## src/rtl/bus_arbiter_if.sv

```systemverilog
`default_nettype none
// +--------------------------------------------------------------------------+
// | bus_arbiter_if : requester-side and external-bus signals of bus_arbiter  |
// | Revision 1.0                                                             |
// +--------------------------------------------------------------------------+
interface bus_arbiter_if #(
  parameter int N_REQ  = 4,
  parameter int ADDR_W = 16,
  parameter int DATA_W = 16
);
  logic [N_REQ-1:0]        i_req;
  logic [N_REQ-1:0]        i_req_rw;
  logic [N_REQ-1:0]        i_req_hold;
  logic [N_REQ*ADDR_W-1:0] i_req_addr;
  logic [N_REQ*DATA_W-1:0] i_req_wdata;
  logic [N_REQ-1:0]        o_gnt;
  logic [N_REQ-1:0]        o_done;
  logic [DATA_W-1:0]       o_rdata;
  logic                    o_err;
  logic                    o_rw;
  logic [ADDR_W-1:0]       o_addr;
  logic [DATA_W-1:0]       o_wdata;
  logic                    o_wdata_oe;
  logic [DATA_W-1:0]       i_rdata;
  logic                    i_ready;
  logic                    i_lock;
  logic                    o_busy;

  // The arbiter owns the master view; requesters and the external slave use slave.
  modport master (
    input  i_req, i_req_rw, i_req_hold, i_req_addr, i_req_wdata,
    input  i_rdata, i_ready, i_lock,
    output o_gnt, o_done, o_rdata, o_err, o_rw, o_addr, o_wdata, o_wdata_oe, o_busy
  );

  modport slave (
    output i_req, i_req_rw, i_req_hold, i_req_addr, i_req_wdata,
    output i_rdata, i_ready, i_lock,
    input  o_gnt, o_done, o_rdata, o_err, o_rw, o_addr, o_wdata, o_wdata_oe, o_busy
  );
endinterface
`default_nettype wire

```

## src/rtl/bus_arbiter.sv

```systemverilog
`default_nettype none
// +--------------------------------------------------------------------------+
// | bus_arbiter : round-robin owner of the external addr/data bus with hold  |
// | Optional transfer timeout enabled by defining BUS_TIMEOUT_EN.             |
// | Revision 1.0                                                             |
// +--------------------------------------------------------------------------+
module bus_arbiter #(
  parameter int N_REQ          = 4,
  parameter int ADDR_W         = 16,
  parameter int DATA_W         = 16,
  parameter int TIMEOUT_CYCLES = 15
) (
  input wire logic      clk,
  input wire logic      n_rst,
  bus_arbiter_if.master bus
);
  localparam int PTR_W = (N_REQ > 1) ? $clog2(N_REQ) : 1;

  if (TIMEOUT_CYCLES < 1) begin : g_bad_timeout
    $error("TIMEOUT_CYCLES must be at least 1");
  end

  typedef enum logic [0:0] {
    ST_IDLE = 1'b0,
    ST_XFER = 1'b1
  } state_t;

  state_t            state, state_nxt;
  logic [PTR_W-1:0]  ptr, ptr_nxt, win, win_nxt, win_inc;
  logic [PTR_W-1:0]  pick, scan, load_idx;
  logic              found, load, release_bus;
  logic [N_REQ-1:0]  gnt, gnt_nxt, done, done_nxt;
  logic [DATA_W-1:0] rdata, rdata_nxt, wdata, wdata_nxt;
  logic [ADDR_W-1:0] addr, addr_nxt;
  logic              rw, rw_nxt, oe, oe_nxt;

`ifdef BUS_TIMEOUT_EN
  localparam int CNT_W = $clog2(TIMEOUT_CYCLES + 1);
  logic [CNT_W-1:0] cnt, cnt_nxt;
  logic             err, err_nxt;
`endif

  // Round-robin scan starting at ptr; first requester found wins.
  always_comb begin
    found = 1'b0;
    pick  = '0;
    scan  = '0;
    for (int k = 0; k < N_REQ; k++) begin
      scan = PTR_W'((int'(ptr) + k) % N_REQ);
      if (!found && bus.i_req[scan]) begin
        found = 1'b1;
        pick  = scan;
      end
    end
  end

  assign win_inc = (int'(win) == N_REQ - 1) ? '0 : win + 1'b1;

  always_comb begin
    state_nxt   = state;
    ptr_nxt     = ptr;
    win_nxt     = win;
    gnt_nxt     = gnt;
    done_nxt    = '0;
    rdata_nxt   = rdata;
    rw_nxt      = rw;
    addr_nxt    = addr;
    wdata_nxt   = wdata;
    oe_nxt      = oe;
    load        = 1'b0;
    load_idx    = win;
    release_bus = 1'b0;
`ifdef BUS_TIMEOUT_EN
    cnt_nxt     = cnt;
    err_nxt     = 1'b0;
`endif
    case (state)
      ST_IDLE: begin
        if (!bus.i_lock && found) begin
          load     = 1'b1;
          load_idx = pick;
        end
      end
      ST_XFER: begin
        if (bus.i_ready) begin
          done_nxt[win] = 1'b1;
          if (!rw) rdata_nxt = bus.i_rdata;
          // A lock seen in the completing cycle also blocks a pending hold.
          if (bus.i_req_hold[win] && bus.i_req[win] && !bus.i_lock) load = 1'b1;
          else release_bus = 1'b1;
        end
`ifdef BUS_TIMEOUT_EN
        else if (cnt == CNT_W'(TIMEOUT_CYCLES - 1)) begin
          done_nxt[win] = 1'b1;
          err_nxt       = 1'b1;
          rdata_nxt     = '0;
          release_bus   = 1'b1;
        end else begin
          cnt_nxt = cnt + 1'b1;
        end
`endif
      end
      default: state_nxt = ST_IDLE;
    endcase

    if (load) begin
      state_nxt          = ST_XFER;
      win_nxt            = load_idx;
      gnt_nxt            = '0;
      gnt_nxt[load_idx]  = 1'b1;
      rw_nxt             = bus.i_req_rw[load_idx];
      oe_nxt             = bus.i_req_rw[load_idx];
      addr_nxt           = bus.i_req_addr[load_idx*ADDR_W +: ADDR_W];
      wdata_nxt          = bus.i_req_wdata[load_idx*DATA_W +: DATA_W];
`ifdef BUS_TIMEOUT_EN
      cnt_nxt            = '0;
`endif
    end else if (release_bus) begin
      state_nxt = ST_IDLE;
      ptr_nxt   = win_inc;
      gnt_nxt   = '0;
      rw_nxt    = 1'b0;
      oe_nxt    = 1'b0;
      addr_nxt  = '0;
      wdata_nxt = '0;
`ifdef BUS_TIMEOUT_EN
      cnt_nxt   = '0;
`endif
    end
  end

  always_ff @(posedge clk) begin
    if (!n_rst) begin
      state <= ST_IDLE;
      ptr   <= '0;
      win   <= '0;
      gnt   <= '0;
      done  <= '0;
      rdata <= '0;
      rw    <= 1'b0;
      oe    <= 1'b0;
      addr  <= '0;
      wdata <= '0;
`ifdef BUS_TIMEOUT_EN
      cnt   <= '0;
      err   <= 1'b0;
`endif
    end else begin
      state <= state_nxt;
      ptr   <= ptr_nxt;
      win   <= win_nxt;
      gnt   <= gnt_nxt;
      done  <= done_nxt;
      rdata <= rdata_nxt;
      rw    <= rw_nxt;
      oe    <= oe_nxt;
      addr  <= addr_nxt;
      wdata <= wdata_nxt;
`ifdef BUS_TIMEOUT_EN
      cnt   <= cnt_nxt;
      err   <= err_nxt;
`endif
    end
  end

  assign bus.o_gnt      = gnt;
  assign bus.o_done     = done;
  assign bus.o_rdata    = rdata;
  assign bus.o_rw       = rw;
  assign bus.o_addr     = addr;
  assign bus.o_wdata    = wdata;
  assign bus.o_wdata_oe = oe;
  assign bus.o_busy     = (state == ST_XFER);
`ifdef BUS_TIMEOUT_EN
  assign bus.o_err      = err;
`else
  assign bus.o_err      = 1'b0;
`endif
endmodule
`default_nettype wire
```

## src/flat_wrapper.sv

```systemverilog
// flat-port wrapper written by rule: the top's interface ports become plain ports
module bus_arbiter_flat 
#(
  parameter int N_REQ          = 4,
  parameter int ADDR_W         = 16,
  parameter int DATA_W         = 16,
  parameter int TIMEOUT_CYCLES = 15
)
  (clk, n_rst, bus_i_req, bus_i_req_rw, bus_i_req_hold, bus_i_req_addr, bus_i_req_wdata, bus_i_rdata, bus_i_ready, bus_i_lock, bus_o_gnt, bus_o_done, bus_o_rdata, bus_o_err, bus_o_rw, bus_o_addr, bus_o_wdata, bus_o_wdata_oe, bus_o_busy);
  bus_arbiter_if #(.N_REQ(N_REQ), .ADDR_W(ADDR_W), .DATA_W(DATA_W)) bus_i ();
  input wire logic clk;
  input wire logic n_rst;
  input wire logic [$bits(bus_i.i_req)-1:0] bus_i_req;
  input wire logic [$bits(bus_i.i_req_rw)-1:0] bus_i_req_rw;
  input wire logic [$bits(bus_i.i_req_hold)-1:0] bus_i_req_hold;
  input wire logic [$bits(bus_i.i_req_addr)-1:0] bus_i_req_addr;
  input wire logic [$bits(bus_i.i_req_wdata)-1:0] bus_i_req_wdata;
  input wire logic [$bits(bus_i.i_rdata)-1:0] bus_i_rdata;
  input wire logic [$bits(bus_i.i_ready)-1:0] bus_i_ready;
  input wire logic [$bits(bus_i.i_lock)-1:0] bus_i_lock;
  output wire logic [$bits(bus_i.o_gnt)-1:0] bus_o_gnt;
  output wire logic [$bits(bus_i.o_done)-1:0] bus_o_done;
  output wire logic [$bits(bus_i.o_rdata)-1:0] bus_o_rdata;
  output wire logic [$bits(bus_i.o_err)-1:0] bus_o_err;
  output wire logic [$bits(bus_i.o_rw)-1:0] bus_o_rw;
  output wire logic [$bits(bus_i.o_addr)-1:0] bus_o_addr;
  output wire logic [$bits(bus_i.o_wdata)-1:0] bus_o_wdata;
  output wire logic [$bits(bus_i.o_wdata_oe)-1:0] bus_o_wdata_oe;
  output wire logic [$bits(bus_i.o_busy)-1:0] bus_o_busy;
  assign bus_i.i_req = bus_i_req;
  assign bus_i.i_req_rw = bus_i_req_rw;
  assign bus_i.i_req_hold = bus_i_req_hold;
  assign bus_i.i_req_addr = bus_i_req_addr;
  assign bus_i.i_req_wdata = bus_i_req_wdata;
  assign bus_i.i_rdata = bus_i_rdata;
  assign bus_i.i_ready = bus_i_ready;
  assign bus_i.i_lock = bus_i_lock;
  assign bus_o_gnt = bus_i.o_gnt;
  assign bus_o_done = bus_i.o_done;
  assign bus_o_rdata = bus_i.o_rdata;
  assign bus_o_err = bus_i.o_err;
  assign bus_o_rw = bus_i.o_rw;
  assign bus_o_addr = bus_i.o_addr;
  assign bus_o_wdata = bus_i.o_wdata;
  assign bus_o_wdata_oe = bus_i.o_wdata_oe;
  assign bus_o_busy = bus_i.o_busy;
  bus_arbiter #(.N_REQ(N_REQ), .ADDR_W(ADDR_W), .DATA_W(DATA_W), .TIMEOUT_CYCLES(TIMEOUT_CYCLES)) u_core (.clk(clk), .n_rst(n_rst), .bus(bus_i));
endmodule
```

## config.mk

```make
export PLATFORM = sky130hd
export DESIGN_NAME = bus_arbiter_flat
export DESIGN_NICKNAME = d
export VERILOG_FILES = /design/src/rtl/bus_arbiter_if.sv /design/src/rtl/bus_arbiter.sv /design/src/flat_wrapper.sv
export SDC_FILE = /design/constraint.sdc
export NUM_CORES = 1
export LEC_CHECK = 0
export CORE_MARGIN = 10
export CORE_UTILIZATION = 35
export DETAILED_ROUTE_END_ITERATION = 6
export PLACE_DENSITY = 0.78
export SLEW_MARGIN = 30
export SYNTH_ARGS = -nofsm -noshare
export SYNTH_HDL_FRONTEND = slang
export SYNTH_SLANG_ARGS = --single-unit
export TNS_END_PERCENT = 50
```

## constraint.sdc

```tcl
create_clock -name clk -period 1.77 [get_ports clk]
set_input_delay 0.177 -clock clk [delete_from_list [all_inputs] [get_ports clk]]
set_output_delay 0.177 -clock clk [all_outputs]
set_load 0.1 [all_outputs]
```

==> results of run 1 <==
-- final timing paths --
| check | from | to | slack, ps | depth (start not counted) |
|---|---|---|---|---|
| worst max-delay path | u_core.ptr[0] | u_core.bus.o_wdata[10] | -250 | 9 |
| worst min-delay path | bus_i_rdata[9] | u_core.bus.o_rdata[9] | 390 | 3 |
| worst max register to register | u_core.ptr[0] | u_core.bus.o_wdata[10] | -250 | 9 |
| worst min register to register | u_core.bus.o_wdata[7] | u_core.bus.o_wdata[7] | 460 | 2 |
-- routing by layer --
| metal | vias up | wire length, um |
|---|---|---|
| li1 | 2103 | - |
| met1 | 2164 | 7196 |
| met2 | 191 | 9170 |
| met3 | 35 | 1137 |
| met4 | 0 | 536 |
| met5 | - | 0 |
-- flip-flops by register name, indices dropped and copies added (netlist names) --
register / count
u_core.ptr: 2
u_core.bus.o_rw: 1
u_core.bus.o_gnt: 4
u_core.bus.o_addr: 16
u_core.bus.o_done: 4
u_core.bus.o_wdata: 16
u_core.win: 2
u_core.bus.o_rdata: 16
u_core.bus.o_busy: 1
-- kinds of logic after synthesis --
group,Yosys count
buffers and inverters,50
other,1
AO/OA/AOI/OAI,201
flip-flops,62
adder cells (fa/ha/maj),4
AND/OR/NAND/NOR,105
multiplexers,1
-- layout by cell type (no fill, tap or decap), types with 4 or more instances in the layout --
| cell type | count |
|---|---|
| nand2_1 | 70 |
| buf_6 | 8 |
| a211oi_2 | 46 |
| dfxtp_1 | 58 |
| ha_1 | 4 |
| buf_4 | 105 |
| inv_1 | 5 |
| clkbuf_16 | 6 |
| o21a_1 | 65 |
| o31ai_2 | 22 |
| dlygate4sd2_1 | 4 |
| a21boi_0 | 17 |
| clkdlybuf4s50_1 | 155 |
| a211oi_4 | 16 |
| o21ai_0 | 5 |
| buf_12 | 17 |
| o31ai_1 | 12 |
| a211oi_1 | 5 |
| nor2b_1 | 6 |
| and3_1 | 5 |
| clkbuf_8 | 11 |
-- Yosys cell counts (all sizes together) --
master	count
a211oi	67
a21boi	17
a221o	1
a32oi	5
and2	4
and3	5
buf	34
clkbuf	10
conb	1
dfxtp	62
ha	4
inv	6
mux2i	1
nand2	73
nand2b	2
nand3	2
nand3b	1
nor2	6
nor2b	6
nor3	1
nor4bb	2
o211ai	1
o21a	68
o21ai	7
o221ai	1
o31ai	34
or2	1
or3	1
or4	1
-- per-stage QoR --
stage	power (mW)	setup TNS, ps	instances	area [sq um]	util
3_5_place_dp	3.660	-26590	798	6350	0.5883
6_report	5.489	-5622	834	7396	0.6853
5_1_grt	5.692	-9154	834	7396	0.6853
2_1_floorplan	2.881	-2385	424	3860	-
3_3_place_gp	3.630	-23820	798	6350	0.5883
4_1_cts	5.375	-4284	829	7104	0.6582
-- worst max-delay path: stages (launching register included) --
cell and delay, ps:
dfxtp_2 330, inv_2 40, a221o_1 350, a211oi_4 280, buf_6 160, buf_12 140, clkbuf_16 170, o21a_1 160
a211oi_2 50, o31ai_1 240
-- power breakdown --
group          internal, mW  switching [mW]
sequential             1.49          0.0580
combinational          1.03            1.43
clock                 0.870           0.609
total                  3.39            2.10
-- final cells by class --
| type | instances | area (sq um) |
|---|---|---|
| fill | 808 | 3397 |
| timing repair buffer | 298 | 3025 |
| multi-input combinational | 312 | 2691 |
| sequential | 62 | 1249 |
| tap | 140 | 175.2 |
| clock buffer | 11 | 151.4 |
| clock inverter | 5 | 81.33 |
| inverter | 6 | 22.52 |
-- timing repair --
item                       in CTS  in global routing
hold buffers                    0                  0
gates resized for setup        76                 33
cloned                          4                  6
hold endpoints to repair        0                  0
setup endpoints to repair      39                 37
pin swaps                      44                 40
setup buffers                  13                  2
==> out/metrics.csv, run 1 <==
metric,value,unit
worst setup margin,-247.1,ps
Post-Synthesis Cells,424,
Post-Synth XOR/XNOR Area,0,
WHS,385.8,ps
clock slew seen by the registers of the worst setup and hold paths,70,ps
grt met2 use,0.3734,
NumNets Final,853,
Die W,124.9,um
synthesized flop and latch total,62,
Root Buffer,clkbuf_8,
TritonCTS Buffers,9,
Static Leak,2.844,nW
gr usage total,0.2127,
compound-gate portion of the synthesized area,0.4497,
"Hold Vio Cnt, Final",0,
Worst-Margin Slew,635.6,ps
FP Rows,38,
Critical Path AT,2260,ps
adder-cell share of the synthesized area,0.01299,
Core Box Area,0.01079,sq mm
synth warn,0,
GR peak layer,met2,
I/O pin cnt,220,
DP Worst Slack,-739.2,ps
CP max FO,13,
starting density of the core,0.3571,
clk sinks,62,
placed wire-length estimate,12540,um
M3 GR Usage,0.05070,
Synth top area share,0.3221,
MaxCap Viol Count,0,
Hold Crit Class,input pin to register,
Critical Path RT,2020,ps
violated checks,setup timing,
placer's final routability congestion estimate,0.9448,
First-pass DRT Iterations,4,
Final Max Tran Viols,0,
Setup CP Type,register to register,
main combinational cell family by area after synthesis,compound AO/OA/AOI/OAI gates,
mux cell area share after synthesis,0.002597,
slew margin rel.,0.5762,
DR iter-0 viols,244,
P per Cell Area,742.2,mW/mm^2
H-tree Lvls,3,
Max Fclk,495.8,MHz
Peak VDD IR,0.0004403,V
pin count of the biggest net entering global routing,29,
"area leader, netlist",dfxtp_1,
status,"complete, but fails checks",
vias in the first global route,4798,
M1 GR Usage,0.2472,
DRC violations left,0,
Total Die Area,0.01561,sq mm
Post-Synthesis Mean Instance Area,9.089,sq um
Post-Syn Area,0.003854,sq mm
Worst Skew,13.05,ps
syn_nets,588,
Area contributors post-synth,"dfxtp_1, o21a_1, a211oi_1",
count of final setup violators,37,
"Distinct cells, synth",40,
Setup crit end kind,register,
RSZ-0062 raised after global routing,yes,
fraction of layout cells with a size suffix above 1,0.3790,
CTS tree,yes,
Vias/cell,5.387,
post-route ant nets,0,
"Remaining Overflow, GRT",0,
fin crit period,2017,ps
simple-gate area share of the yosys netlist,0.1299,
total number of vias,4493,
Startpoint Class,register,
Final period util,1.140,
Max clock buf depth,2,
area overhead of the layout relative to synthesis,91.92,%
first-pass GRT wire length,27210,um
routed len/inst,21.63,um
Antenna Cells,0,
PortBufs,218,
total wire length,18040,um
clk_lat worst skew,350,ps
die height,124.9,um
sequential share of the synthesized area,0.3221,
initial antenna violation count,0,
No activity file was read; power rests on OpenSTA's default activity.
==> run 2: changes to the inputs <==
REMOVE_ABC_BUFFERS = 1   (was not set)
==> run 2 against run 1 <==
Effect of this change: count of clock-buffer cells in the layout decreased by 2; sequential power about the same; largest power group unchanged; worst hold slack got worse by 13 ps; sequential share of layout area increased by 0.43 points; the run still ends with setup timing left; clock skew increased by 2.5 ps; wire length decreased by 8.4%; final area decreased by 2.9%; core utilization decreased by 2.0 points; maximum frequency increased by 4.5%; cell count decreased by 2.6%.
==> out/metrics.csv, run 2 (synthesis results as in run 1) <==
metric,value,unit,change
Internal Power,3.015,mW,was 3.390 mW
Worst Skew,15.53,ps,was 13.05 ps
total number of vias,4272,,was 4493
Comb pwr share,0.468,,was 0.448
worst setup margin,-159.8,ps,was -247.1 ps
Reg power frac,0.304,,was 0.283
gr usage total,0.1991,,was 0.2127
placed inst area,0.006231,sq mm,was 0.006350 sq mm
CP max FO,7,,was 13
Critical Path AT,2190,ps,was 2260 ps
I/O pin cnt,220,,unchanged
clock slew seen by the registers of the worst setup and hold paths,80,ps,was 70 ps
CP endpoint,u_core.bus.o_wdata[1],,was u_core.bus.o_wdata[10]
vias in the first global route,4812,,was 4798
most frequent cells in the layout,"clkdlybuf4s50_1, buf_4, nand2_1",,unchanged
first-pass GRT wire length,25570,um,was 27210 um
fin crit period,1930,ps,was 2017 ps
Max Fclk,518.2,MHz,was 495.8 MHz
Vias/cell,5.261,,was 5.387
Total Die Area,0.01561,sq mm,unchanged
Root Buffer,clkbuf_8,,unchanged
Max clock buf depth,2,,unchanged
Critical Path RT,2030,ps,was 2020 ps
Placed Cells incl. Taps,778,,was 798
Core Box Area,0.01079,sq mm,unchanged
die height,124.9,um,unchanged
"commonest non-fill, non-tap cell in the layout",clkdlybuf4s50_1,,unchanged
RSZ-0062 raised after global routing,yes,,unchanged
DR iter-0 viols,225,,was 244
flip-flop and latch area,0.001244,sq mm,was 0.001249 sq mm
reg2reg setup slack,-160,ps,was -250 ps
fillers,809,,was 808
post-route ant nets,0,,unchanged
Setup CP Type,register to register,,unchanged
"Hold Vio Cnt, Final",0,,unchanged
area of the multi-input gates,0.002628,sq mm,was 0.002691 sq mm
reg2reg end,u_core.bus.o_wdata[1],,was u_core.bus.o_wdata[10]
First-pass DRT Iterations,4,,unchanged
placed wire-length estimate,11520,um,was 12540 um
initial antenna violation count,0,,unchanged
Net Sw Frac,0.4102,,was 0.3824
count of final setup violators,38,,was 37
fraction of layout cells with a size suffix above 1,0.3542,,was 0.3790
crit path from,u_core.ptr[0],,unchanged
MaxCap Viol Count,0,,unchanged
starting density of the core,0.3571,,unchanged
final non-filler cell area,0.007182,sq mm,was 0.007396 sq mm
Setup crit end kind,register,,unchanged
H-tree Lvls,3,,unchanged
Final period util,1.090,,was 1.140
P per Cell Area,711.7,mW/mm^2,was 742.2 mW/mm^2
violated checks,setup timing,,unchanged
PortBufs,218,,unchanged
Hold Crit Class,input pin to register,,unchanged
fin cells,812,,was 834
Startpoint Class,register,,unchanged
total wire length,16520,um,was 18040 um
Peak VDD IR,0.0003752,V,was 0.0004403 V
Sw Pwr,2.097,mW,was 2.099 mW
placer's final routability congestion estimate,0.8537,,was 0.9448
status,"complete, but fails checks",,unchanged
post-layout util,0.6654,,was 0.6853
"Remaining Overflow, GRT",0,,unchanged
clk sinks,62,,unchanged
area overhead of the layout relative to synthesis,86.36,%,was 91.92%
Static Leak,2.710,nW,was 2.844 nW
FP Rows,38,,unchanged
DRC violations left,0,,unchanged
NumNets Final,831,,was 853
Worst R2R Path Depth,9,,unchanged
Antenna Cells,0,,unchanged
TritonCTS Buffers,9,,unchanged
pin count of the biggest net entering global routing,48,,was 29
Reg-to-Reg Start,u_core.ptr[0],,unchanged
CTS tree,yes,,unchanged
setup_tns,-3529,ps,was -5622 ps
Final Max Tran Viols,0,,unchanged
clk_lat worst skew,350,ps,about the same
clock share of power,0.228,,was 0.270
Die W,124.9,um,unchanged
routed len/inst,20.35,um,was 21.63 um
-- run 2: worst max-delay path, stage by stage, from the launching register on --
cell	delay (ps)
dfxtp_2	330
inv_2	40
a221o_1	340
a211oi_4	250
buf_12	160
buf_12	150
clkbuf_16	160
o21a_1	120
a211oi_2	40
o31ai_1	260
-- run 2: stage by stage --
step / power, mW / hold WS, ps / worst slack, ps
6_report: 5.111 / 373.0 / -159.8
5_1_grt: 5.328 / 365.8 / -220.4
4_1_cts: 5.051 / 361.1 / -182.9
3_5_place_dp: 3.632 / 443.8 / -720.2
3_3_place_gp: 3.599 / 439.0 / -663.2
2_1_floorplan: 2.793 / 294.5 / -1907
-- run 2: how the worst min path moves through the flow --
stage,startpoint,end,slack [ps],depth (start not counted)
final,bus_i_rdata[2],u_core.bus.o_rdata[2],370,3
after floorplan,n_rst,u_core.bus.o_busy,290,1
after detailed placement,u_core.bus.o_wdata[12],u_core.bus.o_wdata[12],440,2
after global routing,bus_i_rdata[6],u_core.bus.o_rdata[6],370,3
after global placement,u_core.bus.o_wdata[12],u_core.bus.o_wdata[12],440,2
after CTS,bus_i_rdata[2],u_core.bus.o_rdata[2],360,3
-- run 2: metal layers --
metal | vias to the layer above | GRT usage | share of wire | routed length [um]
li1 | 2048 | - | - | -
met5 | - | 0 | 0 | 0
met3 | 34 | 0.06929 | 0.086 | 1424
met2 | 199 | 0.3396 | 0.49 | 8035
met1 | 1991 | 0.2223 | 0.40 | 6579
met4 | 0 | 0.08062 | 0.029 | 483
-- run 2: what timing repair did --
| action | 4_1_cts | 5_1_grt |
|---|---|---|
| setup buffers | 5 | 1 |
| pin swaps | 75 | 50 |
| hold buffers | 0 | 0 |
| cloned | 6 | 6 |
| setup endpoints to repair | 39 | 40 |
| resized for setup | 76 | 12 |
-- run 2: area by class of cell --
| cell class | count | share of cell area |
|---|---|---|
| multi-input combinational | 312 | 0.3659 |
| clock inverter | 7 | 0.007840 |
| inverter | 6 | 0.003136 |
| sequential | 62 | 0.1732 |
| timing repair buffer | 276 | 0.4084 |
| clock buffer | 9 | 0.01725 |
| tap | 140 | 0.02439 |
-- run 2: power by group through the flow --
stage	Sequential [mW]	Combinational, mW	Clock, mW
finish	1.55	2.39	1.17
global route	1.56	2.50	1.27
CTS	1.55	2.31	1.19
detailed placement	1.58	2.05	0
global placement	1.58	2.02	0
floorplan	2.27	0.528	0
==> run 3: changes to the inputs <==
SETUP_SLACK_MARGIN = 0.5   (was not set)
==> run 3 against run 2 <==
Effect of this change: cell count up 0.62%; flip-flop and latch count unchanged; critical path type unchanged; largest power group unchanged; highest routed layer unchanged; via count up 2.2%; worst hold slack worse by 4.1 ps; critical endpoint unchanged; the flow still finishes with violations (setup timing).
==> out/metrics.csv, run 3 (synthesis results as in run 1) <==
metric,value,unit,change
P per Cell Area,704.9,mW/mm^2,was 711.7 mW/mm^2
MaxCap Viol Count,0,,unchanged
Internal Power,3.053,mW,was 3.015 mW
clock share of power,0.226,,was 0.228
Worst path max stage delay,340,ps,about the same
Setup CP Type,register to register,,unchanged
slowest CP cell,a221o_1,,unchanged
placed inst area,0.006231,sq mm,unchanged
TritonCTS Buffers,9,,unchanged
fraction of layout cells with a size suffix above 1,0.3663,,was 0.3542
Final period util,1.091,,was 1.090
NumNets Final,836,,was 831
clk_lat worst skew,360,ps,was 350 ps
final non-filler cell area,0.007361,sq mm,was 0.007182 sq mm
RSZ-0062 raised after global routing,yes,,unchanged
Net Sw Frac,0.4116,,was 0.4102
First-pass DRT Iterations,4,,unchanged
post-route ant nets,0,,unchanged
pin count of the biggest net entering global routing,48,,unchanged
crit path from,u_core.ptr[0],,unchanged
FP Rows,38,,unchanged
CP max FO,8,,was 7
Peak VDD IR,0.0003768,V,was 0.0003752 V
clock slew seen by the registers of the worst setup and hold paths,80,ps,about the same
area overhead of the layout relative to synthesis,91.01,%,was 86.36%
Root Buffer,clkbuf_8,,unchanged
Static Leak,2.770,nW,was 2.710 nW
placed wire-length estimate,11520,um,unchanged
DR iter-0 viols,252,,was 225
count of final setup violators,37,,was 38
worst setup margin,-160.3,ps,was -159.8 ps
first-pass GRT wire length,25600,um,was 25570 um
"Hold Vio Cnt, Final",0,,unchanged
fillers,785,,was 809
Worst Skew,15.04,ps,was 15.53 ps
Critical Path RT,2030,ps,about the same
area of the multi-input gates,0.002709,sq mm,was 0.002628 sq mm
most frequent cells in the layout,"clkdlybuf4s50_1, buf_4, nand2_1",,unchanged
total number of vias,4366,,was 4272
Hold Crit Class,input pin to register,,unchanged
die height,124.9,um,unchanged
Startpoint Class,register,,unchanged
Placed Cells incl. Taps,778,,unchanged
Die W,124.9,um,unchanged
gr usage total,0.1994,,was 0.1991
total wire length,17040,um,was 16520 um
fin crit period,1930,ps,about the same
DRC violations left,0,,unchanged
Reg-to-Reg Start,u_core.ptr[0],,unchanged
fin cells,817,,was 812
Max clock buf depth,2,,unchanged
Comb pwr share,0.475,,was 0.468
H-tree Lvls,3,,unchanged
Max Fclk,518.1,MHz,was 518.2 MHz
PortBufs,218,,unchanged
flip-flop and latch area,0.001244,sq mm,unchanged
Core Box Area,0.01079,sq mm,unchanged
I/O pin cnt,220,,unchanged
initial antenna violation count,0,,unchanged
Sw Pwr,2.136,mW,was 2.097 mW
"commonest non-fill, non-tap cell in the layout",clkdlybuf4s50_1,,unchanged
violated checks,setup timing,,unchanged
status,"complete, but fails checks",,unchanged
WHS,368.9,ps,was 373.0 ps
placer's final routability congestion estimate,0.8537,,unchanged
"critical path, cell by cell",inv_2 > a221o_1 > a211oi_4 > buf_12 > buf_12 > clkbuf_16 > o21a_1 > a211oi_2 > o31ai_1,,unchanged
starting density of the core,0.3571,,unchanged
Reg power frac,0.299,,was 0.304
Total Die Area,0.01561,sq mm,unchanged
Antenna Cells,0,,unchanged
Setup crit end kind,register,,unchanged
cell mode on critical path,buf_12,,unchanged
critical hold path startpoint,bus_i_rdata[2],,unchanged
Final Max Tran Viols,0,,unchanged
Critical Path AT,2190,ps,about the same
clk sinks,62,,unchanged
CTS tree,yes,,unchanged
Vias/cell,5.344,,was 5.261
routed len/inst,20.85,um,was 20.35 um
vias in the first global route,4796,,was 4812
"Remaining Overflow, GRT",0,,unchanged
==> run 3: cell types whose count changed in the layout (fill, tap and decap cells not counted), sizes merged <==
cell / before / now
buf: 111 / 113
clkbuf: 14 / 17
==> run 3: power by group through the flow <==
stage          combinational (mW)  sequential, mW  clock, mW
2_1_floorplan               0.528            2.27          0
3_3_place_gp                 2.02            1.58          0
3_5_place_dp                 2.05            1.58          0
4_1_cts                      2.31            1.55       1.19
5_1_grt                      2.57            1.56       1.26
6_report                     2.46            1.55       1.17
==> run 3: path summary, 6_finish.rpt <==
check                           endpoint  slack (ps)  depth (start not counted)
setup / recovery   u_core.bus.o_wdata[1]        -160                          9
hold / removal     u_core.bus.o_rdata[2]         370                          3
setup reg to reg   u_core.bus.o_wdata[1]        -160                          9
hold reg to reg   u_core.bus.o_wdata[12]         460                          2
==> run 3: worst max-delay path, delay by kind of cell, from the launching register on <==
family	cells	cell delay [ps]
AOI/OAI and AO/OA	5	1010
buffers and inverters	4	510
DFF	1	330
==> run 3: area by class of cell <==
class / count / share of cell area
Inverter: 6 / 0.003060
Timing Repair Buffer: 281 / 0.4117
Multi-Input combinational cell: 312 / 0.3680
Sequential cell: 62 / 0.1690
Tap cell: 140 / 0.02380
Clock buffer: 9 / 0.01683
Clock inverter: 7 / 0.007649
==> run 3: repair_timing <==
item,4_1_cts,5_1_grt
hold buffers,0,0
setup endpoints to repair,54,61
buffers inserted,5,2
resized for setup,77,22
cloned,6,10
pin swaps,83,58
==> run 3: per-layer routing <==
metal,up-vias,global-route usage,routed length [um]
met4,0,0.07724,665
met1,2045,0.2236,6711
li1,2059,-,-
met2,216,0.3412,8281
met3,46,0.06844,1379
met5,-,0,0
==> run 3: metrics by stage <==
step	TNS (ps)	setup WS (ps)	total power, mW	utilization
finish	-3480	-160.3	5.189	0.6820
global placement	-24280	-663.2	3.599	0.5773
global route	-6674	-215.3	5.389	0.6820
floorplan	-82680	-1907	2.793	-
CTS	-5410	-182.9	5.056	0.6472
detailed placement	-26150	-720.2	3.632	0.5773
